[config.mk]
export PLATFORM = sky130hd
export DESIGN_NAME = pending_encoder_32_5
export DESIGN_NICKNAME = d
export VERILOG_FILES = /design/src/rtl/pending_encoder_32_5.sv
export SDC_FILE = /design/constraint.sdc
export NUM_CORES = 1
export LEC_CHECK = 0
export CORE_MARGIN = 2
export CORE_UTILIZATION = 30
export CTS_CLUSTER_DIAMETER = 30
export CTS_CLUSTER_SIZE = 25
export DETAILED_ROUTE_END_ITERATION = 12
export HOLD_SLACK_MARGIN = 0.02
export PLACE_DENSITY_LB_ADDON = 0.25
export SETUP_SLACK_MARGIN = 0.4
export SLEW_MARGIN = 40
export SYNTH_ARGS = -nofsm -noshare
export SYNTH_HDL_FRONTEND = slang
export SYNTH_SLANG_ARGS = --single-unit
[constraint.sdc]
create_clock -name clk -period 5.6 [get_ports clk]
set_input_delay 0.56 -clock clk [delete_from_list [all_inputs] [get_ports clk]]
set_output_delay 0.56 -clock clk [all_outputs]
set_load 0.01 [all_outputs]
[src/rtl/pending_encoder_32_5.sv]
// pending_encoder_32_5
//   32-entry pending-bit register with a lowest-index-first drain handshake.
//   Set requests are OR-ed into the pending mask P. The consumer acknowledges
//   the current index, which clears that bit. valid, idx and count are kept
//   in flops computed from the next value of P, so no input has a
//   combinational path to any output.
//
//   Optional feature (compile-time macro PENC_DUPCHK_EN):
//     Adds a sticky dup_err output. It is set when a set request hits a bit
//     that is already pending and is not being cleared on that same edge.
//     When the macro is undefined, the port and its logic do not exist.
//
//   Parameter MASK_R0 (default 1): when 1, set_vec[0] is ignored and
//   register 0 never becomes pending.

module pending_encoder_32_5 #(
  parameter bit MASK_R0 = 1'b1
) (
  input  logic        clk,
  input  logic        reset,
  input  logic        set_en,
  input  logic [31:0] set_vec,
  input  logic        ack,
  output logic        valid,
  output logic [4:0]  idx,
  output logic [31:0] pending,
  output logic [5:0]  count
`ifdef PENC_DUPCHK_EN
  ,
  output logic        dup_err
`endif
);

  // Bits that are allowed to become pending.
  localparam logic [31:0] SET_MASK = MASK_R0 ? 32'hFFFF_FFFE : 32'hFFFF_FFFF;

  logic [31:0] pending_q, pending_d;
  logic [4:0]  idx_q, idx_d;
  logic        valid_q, valid_d;
  logic [5:0]  count_q, count_d;

  logic        transfer;
  logic [31:0] clr_vec;
  logic [31:0] set_bits;

  // The handshake completes only when something is actually pending.
  // clr_vec is the one-hot of the bit being handed to the consumer.
  // set_bits holds the qualified and masked set request for this edge.
  always_comb begin
    transfer = valid_q & ack;
    clr_vec  = 32'd0;
    if (transfer) begin
      clr_vec = 32'd1 << idx_q;
    end
    set_bits = set_en ? (set_vec & SET_MASK) : 32'd0;
  end

  // Next pending mask. The set term is applied after the clear term, so a
  // bit that is set and cleared on the same edge stays pending.
  always_comb begin
    pending_d = (pending_q & ~clr_vec) | set_bits;
  end

  // Decode the next mask into the values the flops will present after the
  // edge: the lowest set index, an any-pending flag and the population count.
  // The loop scans from the top down so that the lowest set bit is written last.
  always_comb begin
    idx_d   = 5'd0;
    valid_d = |pending_d;
    count_d = 6'd0;
    for (int i = 31; i >= 0; i--) begin
      if (pending_d[i]) begin
        idx_d = 5'(i);
      end
    end
    for (int i = 0; i < 32; i++) begin
      count_d = count_d + 6'(pending_d[i]);
    end
  end

  // State register. Reset empties the mask and all decoded outputs at once.
  always_ff @(posedge clk or posedge reset) begin
    if (reset) begin
      pending_q <= 32'd0;
      idx_q     <= 5'd0;
      valid_q   <= 1'b0;
      count_q   <= 6'd0;
    end else begin
      pending_q <= pending_d;
      idx_q     <= idx_d;
      valid_q   <= valid_d;
      count_q   <= count_d;
    end
  end

`ifdef PENC_DUPCHK_EN
  logic dup_err_q, dup_err_d;

  // The flag is sticky. It is raised when a set request targets a bit that is
  // pending and is not being handed off on this edge.
  always_comb begin
    dup_err_d = dup_err_q | (|(set_bits & pending_q & ~clr_vec));
  end

  // Duplicate-error flag register. Only reset clears it.
  always_ff @(posedge clk or posedge reset) begin
    if (reset) begin
      dup_err_q <= 1'b0;
    end else begin
      dup_err_q <= dup_err_d;
    end
  end

  assign dup_err = dup_err_q;
`endif

  assign pending = pending_q;
  assign valid   = valid_q;
  assign idx     = idx_q;
  assign count   = count_q;

endmodule

======== Yosys cells after proc, flatten, opt, wreduce, memory -nomap -nowiden ========
Cells that the tools add are included.
word-level totals
  flip-flop bits (word level) ............. 44
  input bits .............................. 36
  output and inout bits ................... 44
  logic and storage cells ................. 75
operators by class
  $add $sub $neg .......................... 31
  shift-type cells ........................ 1
  muxes and demuxes ....................... 34
  bitwise operators ....................... 4
  reductions and logical operators ........ 1
operator list
  operator              number
  $mux 5                32
  $add 6x1->6           26
  $mux 32               2
  $and 32x32->32        1
  $not 32->32           1
  $or 32x32->32         1
  $reduce_or 32->1      1
  $shl 1x5->32 const A  1
  $add 5x1->6           1
  $add 4x1->5           1
  $add 3x1->4           1
  $add 2x1->3           1
  $add 1x1->2           1
  $and 1x1->1           1

======== Longest topological paths before layout ========
  word-level depth ........................ 37
  depth in mapped cells ................... 21
  depth with buffers taken out ............ 20

======== Worst setup path before layout ========
No wires, ideal clock.
  path kind ............................... reg2reg
  from .................................... register idx_q[4] (netlist: idx[4])
  to ...................................... register count_q[4] (netlist: count[4])
  library setup time ...................... 0.123 ns
  data arrival time ....................... 5.417 ns
  required time ........................... 5.477 ns
  slack ................................... 0.060 ns
  cell stages (with the launch flop) ...... 20
  path buffers ............................ 0
  clock period less this slack ............ 5.540 ns
  cell sequence ........................... dfrtp_1 or2_4 or3_4 or2_2 a22o_1 inv_1 fa_1 fa_1 fa_1 fa_1 fa_1 fa_1 inv_1 ha_1 inv_1 fa_1 inv_1 a21o_1 a21oi_1 xnor2_1
between the ends
  elaborated cells between the ends (all ways) .. 36
  those cells by class .................... add/sub (31); shift (1); mux (1); bitwise (3)
RTL lines
  item                        RTL line  text
  start: declaration          38        logic [4:0] idx_q, idx_d;
  start signal: assignment    90        idx_q <= idx_d;
  $shl 1x5->32                53        clr_vec = 32'd1 << idx_q;
  $mux 32                     52        if (transfer) begin
  $not 32->32                 61        pending_d = (pending_q & ~clr_vec) | set_bits;
  $and 32x32->32              61
  $or 32x32->32               61
  named net pending_d[3]      37        logic [31:0] pending_q, pending_d;
  $add 3x1->4                 77        count_d = count_d + 6'(pending_d[i]);
  $add 4x1->5                 77
  $add 5x1->6                 77
  $add 6x1->6 (26 in series)  77
  named net count_d[4]        40        logic [5:0] count_q, count_d;
  end signal: assignment      92        count_q <= count_d;
  end: declaration            40
The timed path passes the listed nets, and every way through them passes these cells.

======== Worst setup path in the final report ========
  from .................................... register idx_q[4] (netlist: idx[4])
  to ...................................... register count_q[2] (netlist: count[2])
Same word-level chain as after synthesis.

==> results.md <==
- Post-synth ARST share: 1.000
- Initial antenna violation count: 0
- Clk Latency, worst-skew pair: approximately 0.3 ns
- Ys flop type: dfrtp_1
- Skew final: 0.008334 ns
- Worst Setup Slack post-DPL: -0.5034 ns
- Worst Path Max Fanout: 3
- GRT Total Usage: 0.1693
- CTS Buf Count: 5
- Worst-path clk slew: 0.09 ns
- WL/cell: ~16 um
- Cell area after layout: around 0.0044 mm^2
- Port buffer count: 78
- Hold EP: pending[29]
- RSZ-0062 raised after global routing: yes
- Vias in the first global route: around 2900
- Slew HR: 0.6131
- Sink Count: 44
- Area Growth Syn to Fin: 46.84%
- Worst Tran Pin Value: slightly below 0.6 ns
- Syn_nets: between 300 and 400
- Clock root buffer master: clkbuf_8
- Hpwl dp: 7125 um
- Clk buf depth: 2
- Required @ worst endpoint: approximately 5.8 ns
- Most common cell after layout, fill and taps aside: clkdlybuf4s50_1
- Nets: just under 500
- HP Class: reg -> reg
- Type of the worst setup path: reg -> reg
- Die Wd: 103.9 um
- Maxcap violations: 0
- Final Slew Violations: 0
- Max VDD drop: approximately 0.00025 V
- Most frequent cells in the layout: clkdlybuf4s50_1, inv_1, buf_4, dfrtp_1, nand2_1
- Routed WL: between 8000 and 9000 um
- Hold path depth: 2
- Synth unique cells: 55
- Fraction of layout cells with a size suffix above 1: 0.1884
- Post-Syn Instances: approximately 300
- Reg2Reg Setup Slack: approximately 0.074 ns
- Fmax: ~0.18 GHz
- Register area share after synthesis: 0.3680
- TritonCTS clock tree: done
- Die ar.: between 0.01 and 0.015 mm^2
- H-tree levels: 2
- Final period utilization: 0.9867
- EDFF count, synth: 0
- Initial DRC Count: 160
- DRT antenna net count: 0
- # rows: 36
- Final worst setup slack: around 0.074 ns
- Final Hold Viols: 0
- Grt ovf: 0
- Maximum number of pins on one net before global-route repair: 45
- Core ar.: just under 0.01 mm^2
- Placed instance area: around 0.0043 mm^2
- Diodes inserted: 0
- Hold wc startpoint: pending[29]
- Pleak: 1.899 nW
- Outcome: finished clean
- Vias per cell: 4.735
- GP Congestion: 0.8528
- Reg2Reg Depth: 18
- Seq cells post-synth: 44
- Synthesized area: 0.002992 mm^2
- Synth warnings: 0
- CP arrival: around 5.7 ns
- Mean post-synth cell area: 9.873 um^2
- Crit. End Element: register
- Vias: 2666
- Worst r2r src: idx[4]
- Die Y: 103.9 um
- Worst setup SP type: register
- Post-route minimum period: between 5 and 6 ns
- Cell Pwr Density: about 280 mW/mm^2
- DR DRC count: 0
- Endpoints failing setup: 0
- Global-route wire length before repair: 14610 um
- I/O pin cnt: 80
- Initial Utilization: 0.3075
- Reg2reg end: count[2]
- Pre-Repair DR Iteration Count: 5
- Hold-fix buffers, CTS: 0
==> worst max path at each step <==
stage	start	depth (start not counted)	slack, ns	to
CTS	idx[4]	19	0.03	count[4]
finish	idx[4]	18	0.07	count[2]
global route	idx[4]	19	-0.10	count[4]
floorplan	idx[4]	18	0.19	count[4]
detailed placement	ack	19	-0.50	count[4]
global placement	ack	19	-0.45	count[4]
==> layout make-up <==
| class | instances | area, um^2 |
|---|---|---|
| clock buffer | 5 | 68.82 |
| tap | 133 | 166.4 |
| fill | 938 | 5336 |
| timing repair buffer | 127 | 1164 |
| sequential | 44 | 1101 |
| multi-input combinational | 198 | 1670 |
| inverter | 53 | 198.9 |
| clock inverter | 3 | 23.77 |
==> cells in the mapped netlist, types with 2 or more instances <==
cell type	instances	share of area
o21ai_0	12	0.020
o41ai_1	2	0.0059
buf_1	2	0.0025
a211oi_1	3	0.0075
nand4_1	5	0.010
ha_1	8	0.033
a211o_1	2	0.0059
nand3_1	7	0.012
buf_2	4	0.0067
a22oi_1	2	0.0050
and3_1	2	0.0042
a21o_1	4	0.010
and2_1	3	0.0063
o31a_1	2	0.0059
buf_4	2	0.0050
xnor2_1	3	0.0088
dfrtp_1	44	0.37
o31ai_1	6	0.015
nor2_1	7	0.0088
fa_1	24	0.16
or2_2	2	0.0042
o211ai_1	3	0.0075
nor2b_1	2	0.0042
or3_4	2	0.0075
nor3_1	4	0.0067
a21oi_1	5	0.0084
a22o_1	13	0.038
nand2_1	38	0.048
nor4_2	2	0.0084
nand2b_1	4	0.0084
inv_1	51	0.064
or3_1	5	0.010
inv_2	2	0.0025
nor4_1	5	0.010
==> critical path, stage by stage (launching register included) <==
cell,delay [ns]
dfrtp_1,0.40
or2_4,0.26
or3_4,0.40
or2_4,0.25
a22o_1,0.20
inv_2,0.06
fa_1,0.44
fa_1,0.54
fa_1,0.43
fa_1,0.47
fa_1,0.52
fa_1,0.41
inv_1,0.07
ha_2,0.18
inv_2,0.04
fa_2,0.37
buf_4,0.14
buf_6,0.11
xnor2_2,0.12
==> per-stage QoR <==
stage / power, mW / cells / setup TNS [ns] / hold slack, ns / util
6_report: 1.251 / 563 / 0 / 0.5533 / 0.4515
5_1_grt: 1.350 / 563 / -0.2473 / 0.5836 / 0.4515
4_1_cts: 1.261 / 562 / 0 / 0.5592 / 0.4505
3_5_place_dp: 1.008 / 551 / -1.990 / 0.5392 / 0.4376
3_3_place_gp: 1.003 / 551 / -1.787 / 0.5331 / 0.4376
2_1_floorplan: 0.7418 / 303 / 0 / 0.5730 / -
==> registers in the layout, summed over array words and instances, names as in the netlist <==
register	cells
valid	1
count	6
idx	5
pending	32
==> kinds of logic after synthesis <==
logic type / after synthesis / share of synthesized area
xor+xnor: 3 / 0.008785
compound gates: 63 / 0.1631
simple gates: 100 / 0.1853
buf+inv: 61 / 0.08072
flops: 44 / 0.3680
fa+ha+maj: 32 / 0.1941
==> power by group <==
group          switching, mW  internal (mW)
logic                  0.296          0.354
registers             0.0281          0.363
clock network          0.120         0.0885
total                  0.445          0.806
==> routing by layer <==
metal | wire [um] | track usage | part of all wire | vias up
li1 | - | - | - | 1286
met1 | 3854 | 0.2211 | 0.44 | 1283
met2 | 4303 | 0.2871 | 0.49 | 92
met3 | 561 | 0.04073 | 0.064 | 5
met4 | 50 | 0.03475 | 0.0057 | 0
met5 | 0 | 0 | 0 | -
==> what timing repair did <==
item | 4_1_cts | 5_1_grt
resized for setup | 3 | 3
setup endpoints to repair | 5 | 5
pin swaps | 2 | 0
hold endpoints to repair | 0 | 0
buffers inserted | 3 | 1
Note: power is estimated with default switching activity, not from simulation.
